--- config.mk ---
export PLATFORM = sky130hd
export DESIGN_NAME = rf_arb2_ctrl_flat
export DESIGN_NICKNAME = d
export VERILOG_FILES = /design/src/rtl/rf_arb2_ctrl_if.sv /design/src/rtl/rf_arb2_ctrl.sv /design/src/flat_wrapper.sv
export SDC_FILE = /design/constraint.sdc
export NUM_CORES = 1
export LEC_CHECK = 0
export CELL_PAD_IN_SITES_DETAIL_PLACEMENT = 1
export CELL_PAD_IN_SITES_GLOBAL_PLACEMENT = 1
export CORE_MARGIN = 1
export CORE_UTILIZATION = 31
export DETAILED_ROUTE_END_ITERATION = 16
export PLACE_DENSITY_LB_ADDON = 0.1
export SETUP_SLACK_MARGIN = 0.05
export SLEW_MARGIN = 20
export SYNTH_ARGS = -nofsm -noshare
export SYNTH_HDL_FRONTEND = slang
export SYNTH_SLANG_ARGS = --single-unit
--- constraint.sdc ---
create_clock -name CLK -period 2.89 [get_ports CLK]
set_clock_uncertainty 0.05 [all_clocks]
set_input_delay 0.578 -clock CLK [delete_from_list [all_inputs] [get_ports CLK]]
set_output_delay 0.578 -clock CLK [all_outputs]
set_load 0.005 [all_outputs]
--- src/rtl/rf_arb2_ctrl_if.sv ---
// Client-side request/grant and read-return bundle for the two-port register-file arbiter.
interface rf_arb2_ctrl_if #(
  parameter int DATA_W = 16,
  parameter int ADDR_W = 8
);
  // Handshake: a client raises reqN with weN/addrN/wdataN and holds them stable;
  // the transfer is accepted on the rising edge where reqN && gntN. gntN is
  // combinational and may depend on reqN in the same cycle. rvalidN is a
  // one-cycle strobe qualifying rdataN, which holds until that port's next read.
  logic              req0;
  logic              req1;
  logic              we0;
  logic              we1;
  logic [ADDR_W-1:0] addr0;
  logic [ADDR_W-1:0] addr1;
  logic [DATA_W-1:0] wdata0;
  logic [DATA_W-1:0] wdata1;
  logic              gnt0;
  logic              gnt1;
  logic              rvalid0;
  logic              rvalid1;
  logic [DATA_W-1:0] rdata0;
  logic [DATA_W-1:0] rdata1;
  logic              busy;

  modport master (
    output req0, req1, we0, we1, addr0, addr1, wdata0, wdata1,
    input  gnt0, gnt1, rvalid0, rvalid1, rdata0, rdata1, busy
  );

  modport slave (
    input  req0, req1, we0, we1, addr0, addr1, wdata0, wdata1,
    output gnt0, gnt1, rvalid0, rvalid1, rdata0, rdata1, busy
  );
endinterface

--- src/rtl/rf_arb2_ctrl.sv ---
// Round-robin two-client arbiter/sequencer for the 256x16 single-port register file macro.
// Optional post-reset clear sweep is enabled by defining RF_ARB2_INIT_CLEAR_EN.
module rf_arb2_ctrl #(
  parameter int                  DATA_W     = 16,
  parameter int                  RA_W       = 6,
  parameter int                  CA_W       = 2,
  parameter logic [DATA_W-1:0]   INIT_VALUE = '0
) (
  input  logic              CLK,
  input  logic              RST,
  rf_arb2_ctrl_if.slave     cl,
  output logic              NCE,
  output logic              NWRT,
  output logic [RA_W-1:0]   RA,
  output logic [CA_W-1:0]   CA,
  output logic [DATA_W-1:0] DIN,
  input  logic [DATA_W-1:0] DO,
  output logic              dbg_state
);
  localparam int ADDR_W = RA_W + CA_W;

  logic              run;
  logic              last_q;
  logic              acc0;
  logic              acc1;
  logic              gnt0;
  logic              gnt1;
  logic              nce_d;
  logic              nwrt_d;
  logic [ADDR_W-1:0] addr_d;
  logic [DATA_W-1:0] din_d;
  logic              rd1_q;
  logic              port1_q;
  logic              rd2_q;
  logic              port2_q;
  logic              rvalid0_q;
  logic              rvalid1_q;
  logic [DATA_W-1:0] rdata0_q;
  logic [DATA_W-1:0] rdata1_q;

`ifdef RF_ARB2_INIT_CLEAR_EN
  typedef enum logic {ST_INIT, ST_RUN} state_t;
  state_t            state_q;
  state_t            state_d;
  logic [ADDR_W-1:0] cnt_q;
  logic [ADDR_W-1:0] cnt_d;

  always_ff @(posedge CLK or posedge RST) begin
    if (RST) begin
      state_q <= ST_INIT;
      cnt_q   <= '0;
    end else begin
      state_q <= state_d;
      cnt_q   <= cnt_d;
    end
  end

  always_comb begin
    state_d = state_q;
    cnt_d   = cnt_q;
    if (state_q == ST_INIT) begin
      cnt_d = cnt_q + 1'b1;
      if (cnt_q == '1) state_d = ST_RUN;
    end
  end

  assign run     = (state_q == ST_RUN);
  assign cl.busy = (state_q == ST_INIT);
`else
  typedef enum logic {ST_RUN} state_t;
  state_t state_q;
  logic   unused_init;

  assign state_q     = ST_RUN;
  assign run         = 1'b1;
  assign cl.busy     = 1'b0;
  assign unused_init = ^INIT_VALUE;
`endif

  assign dbg_state = state_q;

  // last_q names the most recently served port; on contention the other one wins.
  assign gnt0 = run & cl.req0 & (~cl.req1 | last_q);
  assign gnt1 = run & cl.req1 & (~cl.req0 | ~last_q);
  assign acc0 = cl.req0 & gnt0;
  assign acc1 = cl.req1 & gnt1;

  assign cl.gnt0    = gnt0;
  assign cl.gnt1    = gnt1;
  assign cl.rvalid0 = rvalid0_q;
  assign cl.rvalid1 = rvalid1_q;
  assign cl.rdata0  = rdata0_q;
  assign cl.rdata1  = rdata1_q;

  // Next macro pin values; address and data hold when the macro is idle.
  always_comb begin
    nce_d  = 1'b1;
    nwrt_d = 1'b1;
    addr_d = {RA, CA};
    din_d  = DIN;
`ifdef RF_ARB2_INIT_CLEAR_EN
    if (!run) begin
      nce_d  = 1'b0;
      nwrt_d = 1'b0;
      addr_d = cnt_q;
      din_d  = INIT_VALUE;
    end else
`endif
    if (acc0) begin
      nce_d  = 1'b0;
      nwrt_d = ~cl.we0;
      addr_d = cl.addr0;
      din_d  = cl.wdata0;
    end else if (acc1) begin
      nce_d  = 1'b0;
      nwrt_d = ~cl.we1;
      addr_d = cl.addr1;
      din_d  = cl.wdata1;
    end
  end

  always_ff @(posedge CLK or posedge RST) begin
    if (RST) begin
      NCE    <= 1'b1;
      NWRT   <= 1'b1;
      RA     <= '0;
      CA     <= '0;
      DIN    <= '0;
      last_q <= 1'b1;
    end else begin
      NCE      <= nce_d;
      NWRT     <= nwrt_d;
      {RA, CA} <= addr_d;
      DIN      <= din_d;
      if (acc0)      last_q <= 1'b0;
      else if (acc1) last_q <= 1'b1;
    end
  end

  // Read tag follows the access: stage 1 while the macro samples, stage 2 while DO is valid.
  always_ff @(posedge CLK or posedge RST) begin
    if (RST) begin
      rd1_q     <= 1'b0;
      port1_q   <= 1'b0;
      rd2_q     <= 1'b0;
      port2_q   <= 1'b0;
      rvalid0_q <= 1'b0;
      rvalid1_q <= 1'b0;
      rdata0_q  <= '0;
      rdata1_q  <= '0;
    end else begin
      rd1_q     <= (acc0 & ~cl.we0) | (acc1 & ~cl.we1);
      port1_q   <= acc1;
      rd2_q     <= rd1_q;
      port2_q   <= port1_q;
      rvalid0_q <= rd2_q & ~port2_q;
      rvalid1_q <= rd2_q & port2_q;
      if (rd2_q && !port2_q) rdata0_q <= DO;
      if (rd2_q && port2_q)  rdata1_q <= DO;
    end
  end
endmodule

--- src/flat_wrapper.sv ---
// flat-port wrapper written by rule: the top's interface ports become plain ports
module rf_arb2_ctrl_flat 
#(
  parameter int                  DATA_W     = 16,
  parameter int                  RA_W       = 6,
  parameter int                  CA_W       = 2,
  parameter logic [DATA_W-1:0]   INIT_VALUE = '0
)
  (CLK, RST, NCE, NWRT, RA, CA, DIN, DO, dbg_state, cl_req0, cl_req1, cl_we0, cl_we1, cl_addr0, cl_addr1, cl_wdata0, cl_wdata1, cl_gnt0, cl_gnt1, cl_rvalid0, cl_rvalid1, cl_rdata0, cl_rdata1, cl_busy);
  rf_arb2_ctrl_if #(.DATA_W(DATA_W), .ADDR_W(8)) cl_i ();
  input  logic CLK;
  input  logic RST;
  output logic NCE;
  output logic NWRT;
  output logic [RA_W-1:0] RA;
  output logic [CA_W-1:0] CA;
  output logic [DATA_W-1:0] DIN;
  input  logic [DATA_W-1:0] DO;
  output logic dbg_state;
  input wire logic [$bits(cl_i.req0)-1:0] cl_req0;
  input wire logic [$bits(cl_i.req1)-1:0] cl_req1;
  input wire logic [$bits(cl_i.we0)-1:0] cl_we0;
  input wire logic [$bits(cl_i.we1)-1:0] cl_we1;
  input wire logic [$bits(cl_i.addr0)-1:0] cl_addr0;
  input wire logic [$bits(cl_i.addr1)-1:0] cl_addr1;
  input wire logic [$bits(cl_i.wdata0)-1:0] cl_wdata0;
  input wire logic [$bits(cl_i.wdata1)-1:0] cl_wdata1;
  output wire logic [$bits(cl_i.gnt0)-1:0] cl_gnt0;
  output wire logic [$bits(cl_i.gnt1)-1:0] cl_gnt1;
  output wire logic [$bits(cl_i.rvalid0)-1:0] cl_rvalid0;
  output wire logic [$bits(cl_i.rvalid1)-1:0] cl_rvalid1;
  output wire logic [$bits(cl_i.rdata0)-1:0] cl_rdata0;
  output wire logic [$bits(cl_i.rdata1)-1:0] cl_rdata1;
  output wire logic [$bits(cl_i.busy)-1:0] cl_busy;
  assign cl_i.req0 = cl_req0;
  assign cl_i.req1 = cl_req1;
  assign cl_i.we0 = cl_we0;
  assign cl_i.we1 = cl_we1;
  assign cl_i.addr0 = cl_addr0;
  assign cl_i.addr1 = cl_addr1;
  assign cl_i.wdata0 = cl_wdata0;
  assign cl_i.wdata1 = cl_wdata1;
  assign cl_gnt0 = cl_i.gnt0;
  assign cl_gnt1 = cl_i.gnt1;
  assign cl_rvalid0 = cl_i.rvalid0;
  assign cl_rvalid1 = cl_i.rvalid1;
  assign cl_rdata0 = cl_i.rdata0;
  assign cl_rdata1 = cl_i.rdata1;
  assign cl_busy = cl_i.busy;
  rf_arb2_ctrl #(.DATA_W(DATA_W), .RA_W(RA_W), .CA_W(CA_W), .INIT_VALUE(INIT_VALUE)) u_core (.CLK(CLK), .RST(RST), .cl(cl_i), .NCE(NCE), .NWRT(NWRT), .RA(RA), .CA(CA), .DIN(DIN), .DO(DO), .dbg_state(dbg_state));
endmodule
==> flow_summary_export.csv, run 1 <==
group,metric,value,unit
clocking,postCtsSetupBuffers,0,
final_layout,fin_cells,456,
global_route,grt.total_usage,0.1673,
clocking,clk_latency,0.33,ns
clocking,clk_pin_slew,0.07,ns
setup_path,start_kind,"input pin",
floorplanning,ioPinCount,134,
setup_path,path_max_fanout,3,
run_status,run_status,"completed",
floorplanning,fp.dieH,96.30,um
placement,hpwlAfterDp,5.366,mm
setup_path,crit_arrival,2.00,ns
final_layout,drive_above_1_share,0.2443,
clocking,cts_made_buffers,9,
sta,fin_ws,0.2620,ns
global_route,grt_pass1_wl,11.54,mm
clocking,post_cts_resized,0,
placement,dp_slack,0.2851,ns
final_layout,final_cell_mix,"clkdlybuf4s50_1, dfrtp_1, mux2_2",
clocking,htree_levels,3,
floorplanning,dieArea,9273,um^2
sta,rsz0062_at_grt,"no",
setup_path,cp-end-kind,"output port",
power_and_ir_drop,peakVddDrop,0.0002133,V
route,vias,2163,
logic_synthesis,yosys_warnings,0,
global_route,grt_pass1_vias,2322,
sta,hold_slack,0.2997,ns
logic_synthesis,syn_area_per_cell,13.45,um^2
final_layout,num-fill-cells,922,
logic_synthesis,muxShareOfSynthArea,0.1525,
route,top_layer,"met4",
placement,io_buffers,131,
job,maxCapViolCount,0,
route,met3WireLength,644,um
setup_path,timing_worst_setup_path_type,"input pin to output port",
final_layout,multi_input_area,919.6,um^2
logic_synthesis,synth-seq-cells,65,
setup_path,critical-path-max-stage-delay,0.53,ns
placement,dp_cells,440,
logic_synthesis,syn-cell-area,2756,um^2
route,drt-total-wl,7.365,mm
route,first_pass_iters,5,
final_layout,final_util,0.5025,
clocking,cts_hold_buffers,0,
route,via_per_inst,4.743,
sta,min_period_over_period,0.9093,
sta,timing_hold_violations_final,0,
logic_synthesis,synth-xor-area-share,0,
route,wl_per_cell,16.15,um
final_layout,area_growth,58.19,%
logic_synthesis,yosys.area_share.adder,0,
clocking,cts_sinks,65,
logic_synthesis,yosys.area_share.simple,0.03223,
global_route,grt-ovfl-total,0,
sta,period_needed,2.628,ns
final_layout,seq_area,1630,um^2
sta,fmax,0.3805,GHz
global_route,grt_max_degree,33,
final_layout,final_nets,413,
sta,drv_slew,0,
power_and_ir_drop,p_per_area,623.3,nW/um^2
clocking,ctsRootBufferMaster,"clkbuf_8",
clocking,tritoncts,"done",
final_layout,final_common_cell,"clkdlybuf4s50_1",
sta,report.final.setup_viol,0,
floorplanning,core_area,8678,um^2
logic_synthesis,synth_top_family_by_area,"multiplexers",
logic_synthesis,seq_area_frac_synth,0.5915,
sta,timing.setup.tns,0,ns
route,drc,0,
setup_path,critPathRequiredTime,2.26,ns
logic_synthesis,synth_cell_types,26,
floorplanning,die_w,96.30,um
logic_synthesis,syn_inst,205,
route,m1WireLength,3.070,mm
route,drtIter0Drc,48,
setup_path,path_buf_inv,3,
route,wl_met2,3.518,mm
placement,gp_congestion,0.7062,
floorplanning,initial_utilization,0.3176,
setup_path,critPathSlowestCell,"clkdlybuf4s50_1",
clocking,cts.path.max_buffers,2,
min_path,hold_path_class,"flop to flop",
setup_path,worst_path_dominant_cell_family,"buffers and inverters",
floorplanning,num_rows,34,
power_and_ir_drop,p_leak,0.001874,uW
logic_synthesis,synth-compound-area-share,0.1462,
final_layout,num_antenna_cells,0,
global_route,antenna_found_initial,0,
setup_path,critical_path.cell_chain,"clkdlybuf4s50_1, a21bo_2, inv_1, clkdlybuf4s50_1",
route,drtAntennaViolNets,0,
setup_path,crit_top_cell,"clkdlybuf4s50_1",
layout make-up:
type / count / area share
Timing Repair Buffer: 140 / 0.3191
Clock inverter: 7 / 0.01607
Clock buffer: 9 / 0.02841
Multi-Input combinational cell: 103 / 0.2109
Tap cell: 108 / 0.03099
Sequential cell: 65 / 0.3739
Inverter: 24 / 0.02066
state kept, by name, summed over array words and instances, names as in the netlist, 2 cells and up:
signal / cells
u_core.cl.rdata1: 16
u_core.CA: 2
u_core.RA: 6
u_core.cl.rdata0: 16
u_core.DIN: 16
cells in the mapped netlist:
cell type,instances,share of area
dfrtp_1,62,0.56
buf_2,3,0.0054
a21oi_2,9,0.029
nor2b_1,1,0.0023
nand2_2,2,0.0045
mux2i_1,6,0.022
inv_2,1,0.0014
and3b_2,4,0.015
o22ai_2,9,0.041
inv_1,23,0.031
o22ai_1,10,0.023
clkbuf_1,1,0.0014
or2_1,1,0.0023
mux2_1,3,0.012
buf_6,7,0.029
and3b_1,2,0.0064
dfstp_2,3,0.029
buf_4,3,0.0082
a21bo_2,1,0.0036
a22oi_4,1,0.0077
a21oi_1,9,0.016
a31oi_1,6,0.014
conb_1,1,0.0014
mux2_2,29,0.12
o21ai_0,7,0.013
nand2b_1,1,0.0023
kinds of logic (layout without fill, tap and decap cells):
family                 after synthesis  after routing
AOI/OAI and AO/OA                   52             52
other                                1              2
muxes                               38             38
buffers and inverters               38            180
and+or+nand+nor                     11             11
DFF                                 65             65
per-stage QoR:
| step | area, um^2 | power (uW) |
|---|---|---|
| after floorplan | 2760 | 1473 |
| after global placement | 4167 | 1974 |
| after detailed placement | 4167 | 1989 |
| after CTS | 4360 | 2766 |
| after global routing | 4360 | 2891 |
| final | 4360 | 2718 |
report_power, final:
part	total, uW	leakage, uW	switching [uW]	internal [uW]
registers	1180	0.000753	93.3	1090
clock network	762	0.0000994	364	398
logic	774	0.00102	249	525
total	2720	0.00187	706	2010
per-layer routing:
metal / track usage / vias up
li1: - / 987
met4: 0.07598 / 0
met2: 0.2683 / 91
met3: 0.05371 / 12
met1: 0.2050 / 1073
met5: 0 / -
path summary, 6_finish.rpt:
kind	from	slack (ns)	to	cells past startpoint
max	cl_req1	0.26	cl_gnt1	4
min	u_core.rd1_q$_DFF_PP0_	0.30	u_core.rd2_q$_DFF_PP0_	0
max reg2reg	u_core.last_q$_DFFE_PP1P_	1.33	u_core.DIN[13]$_DFFE_PP0P_	5
min reg2reg	u_core.rd1_q$_DFF_PP0_	0.30	u_core.rd2_q$_DFF_PP0_	0
max in group asynchronous	RST	1.64	u_core.NWRT$_DFF_PP1_	3
min in group asynchronous	RST	0.49	u_core.cl.rdata1[1]$_DFFE_PP0P_	2
Note: power is estimated with default switching activity, not from simulation.
==> inputs of run 2 (changes only) <==
- GPL_TIMING_DRIVEN: unset -> 1
- HOLD_SLACK_MARGIN: unset -> 0.08
==> results of run 2 <==
No change in the layout: final DEF, timing and power equal those of run 1.
